## src/rtl/icache_fill.sv

```systemverilog
// Line-refill engine: fetches one 4-byte line from a nibble-wide quad-SPI flash
// and replays it to the instruction cache as a gap-free 8-nibble write burst.
module icache_fill #(
    parameter int         PA          = 22,
    parameter int         LINE_LENGTH = 4,
    parameter int         DUMMY       = 4,
    parameter logic [7:0] CMD         = 8'hEB
) (
    input  logic          clk,
    input  logic          reset,
    input  logic          pull,
    input  logic [PA-3:0] tag,
    output logic [3:0]    dread,
    output logic          wstrobe_d,
    output logic          busy,
    output logic          cs_n,
    output logic          sck,
    output logic [3:0]    io_out,
    output logic          io_oe,
    input  logic [3:0]    io_in
);

    localparam int NIBBLES = 2 * LINE_LENGTH;
    localparam int CW      = $clog2((DUMMY > 8) ? DUMMY : 8);

    typedef enum logic [2:0] {
        S_IDLE, S_CMD, S_ADDR, S_DUMMY, S_DATA, S_BURST
    } state_t;

    state_t          r_state, w_state_nxt;
    logic            r_phase, w_phase_nxt;
    logic [CW-1:0]   r_cnt, w_cnt_nxt;
    logic [CW-1:0]   w_last;
    logic [PA-3:0]   r_addr;
    logic [3:0]      r_line [NIBBLES];
    logic [23:0]     w_addr24;
    logic [23:0]     w_addr_sh;

    assign w_addr24  = 24'({r_addr, 2'b00});
    assign w_addr_sh = w_addr24 << {r_cnt, 2'b00};

    always_ff @(posedge clk or negedge reset) begin
        if (!reset) begin
            r_state <= S_IDLE;
            r_phase <= 1'b0;
            r_cnt   <= '0;
        end else begin
            r_state <= w_state_nxt;
            r_phase <= w_phase_nxt;
            r_cnt   <= w_cnt_nxt;
        end
    end

    // Slot index of the final slot in each serial state
    always_comb begin
        w_last = '0;
        case (r_state)
            S_CMD:   w_last = CW'(1);
            S_ADDR:  w_last = CW'(5);
            S_DUMMY: w_last = CW'(DUMMY - 1);
            S_DATA:  w_last = CW'(NIBBLES - 1);
            S_BURST: w_last = CW'(NIBBLES - 1);
            default: w_last = '0;
        endcase
    end

    always_comb begin
        w_state_nxt = r_state;
        w_phase_nxt = 1'b0;
        w_cnt_nxt   = r_cnt;
        case (r_state)
            S_IDLE: begin
                w_cnt_nxt = '0;
                if (pull) w_state_nxt = S_CMD;
            end
            S_CMD, S_ADDR, S_DUMMY, S_DATA: begin
                w_phase_nxt = ~r_phase;
                if (r_phase) begin
                    if (r_cnt == w_last) begin
                        w_cnt_nxt = '0;
                        case (r_state)
                            S_CMD:   w_state_nxt = S_ADDR;
                            S_ADDR:  w_state_nxt = S_DUMMY;
                            S_DUMMY: w_state_nxt = S_DATA;
                            default: w_state_nxt = S_BURST;
                        endcase
                    end else begin
                        w_cnt_nxt = r_cnt + CW'(1);
                    end
                end
            end
            S_BURST: begin
                if (r_cnt == w_last) begin
                    w_cnt_nxt   = '0;
                    w_state_nxt = S_IDLE;
                end else begin
                    w_cnt_nxt = r_cnt + CW'(1);
                end
            end
            default: w_state_nxt = S_IDLE;
        endcase
    end

    // Flash sends high nibble first; the cache wants the low nibble at even positions
    always_ff @(posedge clk) begin
        if (r_state == S_IDLE && pull) r_addr <= tag;
        if (r_state == S_DATA && r_phase) r_line[r_cnt[2:0] ^ 3'd1] <= io_in;
    end

    always_comb begin
        cs_n      = 1'b1;
        sck       = 1'b0;
        io_out    = 4'h0;
        io_oe     = 1'b0;
        dread     = 4'h0;
        wstrobe_d = 1'b0;
        busy      = (r_state != S_IDLE);
        case (r_state)
            S_CMD: begin
                cs_n   = 1'b0;
                sck    = r_phase;
                io_oe  = 1'b1;
                io_out = (r_cnt == '0) ? CMD[7:4] : CMD[3:0];
            end
            S_ADDR: begin
                cs_n   = 1'b0;
                sck    = r_phase;
                io_oe  = 1'b1;
                io_out = w_addr_sh[23:20];
            end
            S_DUMMY, S_DATA: begin
                cs_n = 1'b0;
                sck  = r_phase;
            end
            S_BURST: begin
                wstrobe_d = 1'b1;
                dread     = r_line[r_cnt[2:0]];
            end
            default: ;
        endcase
    end

endmodule

```

## config.mk

```make
export PLATFORM = sky130hd
export DESIGN_NAME = icache_fill
export DESIGN_NICKNAME = d
export VERILOG_FILES = /design/src/rtl/icache_fill.sv
export SDC_FILE = /design/constraint.sdc
export NUM_CORES = 1
export LEC_CHECK = 0
export BUFFER_PORTS_ARGS = -buffer_cell sky130_fd_sc_hd__buf_4
export CAP_MARGIN = 20
export CORE_ASPECT_RATIO = 1.1
export CORE_MARGIN = 8
export CORE_UTILIZATION = 40
export DETAILED_ROUTE_END_ITERATION = 6
export PLACE_DENSITY_LB_ADDON = 0.3
export SLEW_MARGIN = 10
export SYNTH_ARGS = -nofsm -noshare
export SYNTH_HDL_FRONTEND = slang
export SYNTH_SLANG_ARGS = --single-unit
```

## constraint.sdc

```tcl
create_clock -name clk -period 5.95 [get_ports clk]
set_input_delay 0.8925 -clock clk [delete_from_list [all_inputs] [get_ports clk]]
set_output_delay 0.8925 -clock clk [all_outputs]
set_load 0.02 [all_outputs]
```

==> results.cfg, run 1 <==
[placement]
io_buffers = 39
dp_cells = 314
place_congestion = 0.805
dp_hpwl_um = 3990
place_worst_setup_slack_ns = 2.73

[synth]
synth_area_leaders = edfxtp_1 (58%), dfrtp_1 (6.5%), mux2i_1 (3.7%)
synthMuxAreaShare_pct = 7.10
seq_area_frac_synth_pct = 64.8
synth.most_common_cell = edfxtp_1
syn_area_per_cell_um2 = 12.9
yosys.area.top_type = edfxtp_1
syn_area_um2 = 2680
synth_common_cells = edfxtp_1 (52), nand2_1 (19), nor2_1 (12), a21oi_1 (11), mux2i_1 (10)
syn_nets = 236
synth_top_family_by_area = simple AND/OR/NAND/NOR gates
synth-xor-area-share_pct = 0.327
synth_adder_area_share_pct = 0.934
synth_compound_area_share_pct = 10.8
synth-edff-count = 52
dominantRegCellSynth = edfxtp_1
ys_warn_count = 0
yosys.area.top_type_share_pct = 58.3
synthArstFlopShare_pct = 11.9
yosysUniqueCellTypes = 46
netlist_instances = 207
synth_seq_cells = 59
synth-simple-area-share_pct = 13.2

[run]
drv_cap = 0

[global_routing]
grt_pass1_wl_um = 9250
grt_pass1_vias = 1785
antenna_found_initial = 0
grt_remaining_overflow = 0
gr-usage-all-layers_pct = 13.0
grt_max_degree = 30

[sta]
drv_slew = 0
max_clock_freq_mhz = 280
finalCritPeriodShare_pct = 59.9
rsz0062_at_grt = false
tightest_slew_ns = 1.09
whs_ns = 0.362
finalHoldViolations = 0
fin_crit_ns = 3.57
setup_viol = 0
tns_ns = 0
max-slew-margin-rel_pct = 27.3
setup_ws_ns = 2.38
clock_skew_ns = 0.00645

[clock_network]
clk_latency_ns = 0.33
clockBufferDepth = 2
cts_setup_buffers = 0
cts_max_level = 3
cts-buffers-inserted = 9
clock_sinks = 59
cts_resized = 0
holdBufCountCts = 0
cts_tree = done
clk_pin_slew_ns = 0.07
cts-root-buf = clkbuf_8

[setup_path]
critical_path_arrival_ns = 2.67
crit_type = flop to output pin
critPathCaptureType = output pin
critPathRequiredTime_ns = 5.06
critPathMaxFanout = 29
cp-start-kind = flop
r2r-start = r_cnt[1]$_DFFE_PN0P_
reg2regPathDepth = 2
timing.rr.end = r_line[2][0]$_DFFE_PP_
reg2reg_slack_ns = 3.56

[drt]
ant_nets = 0
viasPerCell = 5.37
dr.pass1.iters = 5
detail_route.wl_per_cell_um = 17.7
initialDrtViolationCount = 160
drcViolationCount = 0
via_count = 1766
wl_um = 5830

[floorplanning]
dieArea_um2 = 9580
die_h_um = 102
rows = 31
io-pin-count = 40
core_um2 = 6560
die-width_um = 94.0
start_util_pct = 40.9

[min_path]
hold_path_class = input pin to asynchronous set/reset pin

[cells_and_area]
n_antenna_cell = 0
num-nets-final = 272
syn_to_final_growth_pct = 19.3
drive_gt1_share_pct = 25.1
final_cells = 329

[power]
powerDensity_nw_per_um2 = 463
ir_worst_vdd_mv = 0.238
finalPower_uw = 1480
leakagePower_uw = 0.00118

[status]
status = finished, final reports clean
[registers in the layout (all words and copies together) (netlist names)]
name,cells
r_cnt,3
r_addr,20
r_line,32
r_state,3
r_phase,1
[kinds of logic after synthesis]
kind of cell / count (synthesis)
flip-flops: 59
adder cells (fa/ha/maj): 2
AND/OR/NAND/NOR: 69
XOR/XNOR: 1
buffers and inverters: 19
multiplexers: 16
AO/OA/AOI/OAI: 41
[through the flow]
step                util, %  instance area [um^2]
CTS                    48.8                  3200
finish                 48.8                  3200
global route           48.8                  3200
detailed placement     46.0                  3020
floorplan                 -                  2680
global placement       46.0                  3020
[final cells by class]
class | instances | area (um^2)
inverter | 5 | 18.8
sequential | 59 | 1740
fill | 569 | 3360
clock buffer | 9 | 124
tap | 82 | 103
timing repair buffer | 39 | 293
multi-input combinational | 129 | 866
clock inverter | 6 | 57.6
[worst max path at each step]
| stage | end | slack [ns] | start | cells after the start |
|---|---|---|---|---|
| 6_report | io_out[2] | 2.38 | r_cnt[0]$_DFFE_PN0P_ | 6 |
| 3_3_place_gp | io_out[2] | 2.79 | r_cnt[1]$_DFFE_PN0P_ | 6 |
| 2_1_floorplan | io_out[0] | 3.26 | r_cnt[1]$_DFFE_PN0P_ | 8 |
| 5_1_grt | io_out[2] | 2.10 | r_cnt[0]$_DFFE_PN0P_ | 6 |
| 4_1_cts | io_out[2] | 2.36 | r_cnt[0]$_DFFE_PN0P_ | 6 |
| 3_5_place_dp | io_out[2] | 2.73 | r_cnt[0]$_DFFE_PN0P_ | 6 |
[critical path: stages (launching register included)]
cell      delay [ns]
dfrtp_1         0.96
clkinv_1        0.42
ha_1            0.33
a22oi_1         0.17
o22ai_1         0.10
nor2b_1         0.18
buf_4           0.19
[where the power goes]
group / total (uW) / switching [uW] / internal (uW)
registers: 626 / 134 / 492
logic: 515 / 267 / 249
clock network: 339 / 152 / 187
[cell usage in the layout (no fill, tap or decap), drive strengths merged, types with 3 or more instances in the layout]
cell type,count
nand2b,4
inv,4
nor2,12
a21oi,11
a22o,5
nand2,19
nor3,8
o21ai,7
mux2,4
nor2b,10
buf,39
clkinv,4
clkbuf,9
nand3,7
mux2i,10
edfxtp,52
and3,4
o22ai,3
dfrtp,7
[layer usage]
layer	routed length, um	share of wire [%]	track usage (%)	vias up
met5	0	0	0	-
met3	278	4.8	3.23	7
met4	98	1.7	7.69	0
met1	2500	43	15.1	846
met2	2960	51	21.3	62
li1	-	-	-	851
Note: power is estimated with default switching activity, not from simulation.
==> run 2: changes to the inputs <==
clock period = 3.5 ns   (was 5.95 ns; I/O delays follow)
==> run 2 against run 1 <==
  * Sequential cell count stayed put
  * Sequential share of layout area fell by 0.15 points
  * Via count down 0.11%
  * Worst setup slack got worse by 1.8 ns
  * Count of clock-buffer cells in the layout unchanged
  * Sequential power grew 61%
  * Critical path type unchanged
  * Critical endpoint unchanged
==> results.cfg, run 2 (synthesis results as in run 1) <==
[setup_path]
critical_path_arrival_ns = 2.40
critPathCaptureType = output pin
cp_num_cells = 6
cp-start-kind = flop
reg2regPathDepth = 2
r2r-start = r_state[2]$_DFFE_PN0P_
critPathRequiredTime_ns = 2.97
critPathMaxStageDelay_ns = 0.79
timing.rr.end = r_addr[12]$_DFFE_PP_
crit_type = flop to output pin
crit_path_cell_trace = clkinv_1, ha_1, a22oi_1, o22ai_1, nor2b_1, buf_4
critPathMaxFanout = 21
path_delay_family = flip-flops
crit_slowest_cell = dfrtp_1
reg2reg_slack_ns = 1.15
cp.buffers_inverters = 2

[sta]
finalCritPeriodShare_pct = 83.5
fin_crit_ns = 2.92
finalHoldViolations = 0
tightest_slew_ns = 0.901
clock_skew_ns = 0.0133
drv_slew = 0
max_clock_freq_mhz = 342
max-slew-margin-rel_pct = 39.9
setup_viol = 0
rsz0062_at_grt = false
tns_ns = 0

[clock_network]
clk_latency_ns = 0.34
cts-buffers-inserted = 9
cts_resized = 0
cts_tree = done
cts_setup_buffers = 0
clockBufferDepth = 2
clock_sinks = 59
cts_max_level = 3
clk_pin_slew_ns = 0.07
cts-root-buf = clkbuf_8
holdBufCountCts = 1

[floorplanning]
start_util_pct = 40.9
rows = 31
die-width_um = 94.0
die_h_um = 102
core_um2 = 6560
dieArea_um2 = 9580
io-pin-count = 40

[min_path]
hold_end = r_addr[0]$_DFFE_PP_
hold_path_class = input pin to flop
worstHoldPathCells = 1
min_from = tag[0]

[cells_and_area]
final_common_cell = edfxtp_1
syn_to_final_growth_pct = 19.7
drive_gt1_share_pct = 26.3
num-nets-final = 276
fillers = 600
largest_register_ffs = 32
final_cell_mix = edfxtp_1 (52), buf_4 (42), nand2_1 (19)
n_antenna_cell = 0

[power]
finalPower_uw = 2470
ir_worst_vdd_mv = 0.345
leakagePower_uw = 0.00119
powerDensity_nw_per_um2 = 769

[global_routing]
grt_max_degree = 23
antenna_found_initial = 0
grt_pass1_wl_um = 9140
gr-usage-all-layers_pct = 12.8
grt_pass1_vias = 1735
grt_remaining_overflow = 0

[drt]
drcViolationCount = 0
wl_um = 5760
ant_nets = 0
via_count = 1764
viasPerCell = 5.30
dr.pass1.iters = 4
detail_route.wl_per_cell_um = 17.3
initialDrtViolationCount = 180

[run]
drv_cap = 0

[status]
status = finished, final reports clean

[placement]
place_congestion = 0.795
dp_hpwl_um = 4000
io_buffers = 39
[run 2: report_power, final]
| group | switching (uW) | internal, uW |
|---|---|---|
| Combinational | 509 | 437 |
| Sequential | 172 | 838 |
| Clock | 264 | 246 |
[run 2: how the worst max path moves through the flow]
stage	endpoint	startpoint	slack [ns]
floorplan	io_out[0]	r_cnt[1]$_DFFE_PN0P_	1.17
global placement	io_out[2]	r_cnt[0]$_DFFE_PN0P_	0.94
detailed placement	io_out[2]	r_cnt[0]$_DFFE_PN0P_	0.97
CTS	io_out[2]	r_cnt[0]$_DFFE_PN0P_	0.57
global route	io_out[2]	r_cnt[0]$_DFFE_PN0P_	0.37
finish	io_out[2]	r_cnt[0]$_DFFE_PN0P_	0.58
[run 2: layout make-up]
class / instances / area [um^2] / share of cell area [%]
clock buffer: 9 / 124 / 3.86
clock inverter: 6 / 33.8 / 1.05
tap: 82 / 103 / 3.20
timing repair buffer: 43 / 325 / 10.1
sequential: 59 / 1740 / 54.2
inverter: 5 / 18.8 / 0.585
multi-input combinational: 129 / 866 / 27.0
[run 2: per-stage QoR]
step / std cells / hold WS, ns / util, % / cell area, um^2 / setup slack [ns]
after floorplan: 207 / 0.229 / - / 2680 / 1.17
after global placement: 317 / 0.346 / 46.4 / 3040 / 0.941
after detailed placement: 317 / 0.349 / 46.4 / 3040 / 0.969
after CTS: 333 / 0.339 / 48.9 / 3210 / 0.569
after global routing: 333 / 0.335 / 48.9 / 3210 / 0.372
final: 333 / 0.353 / 48.9 / 3210 / 0.579
[run 2: worst reg2reg max path, cell delays in order, from the launching register on]
cell,delay [ns]
dfrtp_1,0.63
nor3_1,0.52
and2_1,0.80
[run 2: routing by layer]
| metal | global-route usage, % | up-vias | share of wire (%) |
|---|---|---|---|
| met5 | 0 | - | 0 |
| met4 | 7.69 | 0 | 2.2 |
| met3 | 3.82 | 11 | 5.8 |
| met2 | 19.8 | 60 | 49 |
| met1 | 15.5 | 830 | 43 |
| li1 | - | 863 | - |
==> run 3: changes to the inputs <==
clock period = 2.5 ns   (was 3.5 ns; I/O delays follow)
==> run 3 against run 2 <==
  * Cell area up 3.3%
  * Core utilization increased by 1.6 points
  * Largest cell class unchanged
  * Sequential power is 35% higher
==> results.cfg, run 3 (synthesis results as in run 1) <==
[floorplanning]
die-width_um = 94.0
io-pin-count = 40
start_util_pct = 40.9
dieArea_um2 = 9580
core_um2 = 6560
die_h_um = 102
rows = 31

[setup_path]
critPathCaptureType = output pin
cpMostUsedCell = buf_4
crit_path_cell_trace = buf_4, nor2b_1, a22o_1, a222oi_1, a21oi_1, buf_4
crit_type = flop to output pin
path_delay_family = compound AO/OA/AOI/OAI gates
critPathRequiredTime_ns = 2.12
reg2reg_slack_ns = 0.46
cp.buffers_inverters = 2
r2r-start = r_state[1]$_DFFE_PN0P_
crit_slowest_cell = dfrtp_2
cp-start-kind = flop
critical_path_arrival_ns = 2.04
timing.rr.end = r_cnt[2]$_DFFE_PN0P_
critPathMaxFanout = 15
critPathMaxStageDelay_ns = 0.50
reg2regPathDepth = 5

[global_routing]
top_usage_layer = met2
grt_max_degree = 24
grt_use_met3_pct = 2.79
globalRouteMet2Util_pct = 19.9
grt_pass1_vias = 1827
gr-usage-all-layers_pct = 13.1
grt_remaining_overflow = 0
antenna_found_initial = 0
grt_pass1_wl_um = 9360
grtUsageMet1_pct = 16.5

[power]
p_switching_uw = 1340
comb_power_share_pct = 39.9
netSwitchingFraction_pct = 36.9
powerDensity_nw_per_um2 = 1090
leakagePower_uw = 0.00125
finalPower_uw = 3620
clockPowerShare_pct = 22.6
p_int_uw = 2280
ir_worst_vdd_mv = 0.517
seqPwrFrac_pct = 37.5

[clock_network]
cts_max_level = 3
clk_latency_ns = 0.34
cts_tree = done
clockBufferDepth = 2
clock_sinks = 59
cts-root-buf = clkbuf_8
clk_pin_slew_ns = 0.07
cts-buffers-inserted = 9
cts_setup_buffers = 0

[placement]
dp_hpwl_um = 4260
place_worst_setup_slack_ns = 0.394
io_buffers = 39
place_congestion = 0.838

[sta]
clock_skew_ns = 0.0127
finalHoldViolations = 0
max-slew-margin-rel_pct = 66.3
setup_ws_ns = 0.0817
rsz0062_at_grt = false
max_clock_freq_mhz = 414
fin_crit_ns = 2.42
tightest_slew_ns = 0.502
drv_slew = 0
setup_viol = 0
finalCritPeriodShare_pct = 96.7
tns_ns = 0

[cells_and_area]
final_common_cell = edfxtp_1
fillers = 564
post-route-util_pct = 50.5
final_cell_mix = edfxtp_1 (52), buf_4 (49), nand2_1 (19)
num-nets-final = 284
syn_to_final_growth_pct = 23.6
n_antenna_cell = 0
largest_register_ffs = 32
drive_gt1_share_pct = 30.0

[min_path]
hold_end = r_addr[8]$_DFFE_PP_
min_from = tag[8]
hold_path_class = input pin to flop
worstHoldPathCells = 1

[drt]
dr.pass1.iters = 5
drcViolationCount = 0
ant_nets = 0
detail_route.wl_per_cell_um = 17.0
viasPerCell = 5.31
wl_um = 5820
initialDrtViolationCount = 125
via_count = 1815

[status]
status = finished, final reports clean

[run]
drv_cap = 0
run 3: changes by cell type in the layout (fill, tap and decap cells not counted):
cell / change
buf_12: +1
buf_4: +7
bufinv_16: +1
clkbuf_1: +1
clkinvlp_4: -1
dfrtp_1: -3
dfrtp_2: +3
nor2b_1: -1
nor2b_2: +1
run 3: area by class of cell:
class	count	area [um^2]	area share, %
Sequential cell	59	1740	52.6
Multi-Input combinational cell	129	868	26.2
Timing Repair Buffer	51	398	12.0
Clock buffer	10	128	3.85
Tap cell	82	103	3.10
Clock inverter	6	56.3	1.70
Inverter	5	18.8	0.567
run 3: worst max-delay path by stage:
stage | startpoint | endpoint | slack (ns) | cells past startpoint
floorplan | r_cnt[1]$_DFFE_PN0P_ | io_out[0] | 0.32 | 8
global placement | r_cnt[2]$_DFFE_PN0P_ | dread[1] | 0.40 | 6
detailed placement | r_cnt[2]$_DFFE_PN0P_ | dread[1] | 0.39 | 6
CTS | r_cnt[2]$_DFFE_PN0P_ | dread[1] | 0.02 | 6
global route | r_cnt[2]$_DFFE_PN0P_ | dread[1] | 0.007 | 6
finish | r_cnt[2]$_DFFE_PN0P_ | dread[1] | 0.08 | 6
run 3: power by group through the flow:
stage	clock [uW]	sequential, uW	combinational [uW]
final	817	1360	1450
after global routing	868	1380	1590
after CTS	840	1350	1460
after detailed placement	0	1370	1450
after global placement	0	1370	1450
after floorplan	0	1230	1110
run 3: repair_timing:
action                                 in CTS  in global routing
hold buffers                                1                  0
setup endpoints to repair                   0                  7
resized for setup                           0                  4
endpoints found under the hold margin       7                  0
run 3: routing by layer:
layer / routed length [um] / vias to the layer above
met3: 214 / 11
li1: - / 880
met1: 2680 / 879
met4: 139 / 0
met5: 0 / -
met2: 2790 / 45
run 3: through the flow:
stage	hold slack (ns)	std cells	area, um^2
2_1_floorplan	0.0794	207	2680
3_3_place_gp	0.198	325	3110
3_5_place_dp	0.199	325	3110
4_1_cts	0.186	342	3310
5_1_grt	0.190	342	3310
6_report	0.204	342	3310
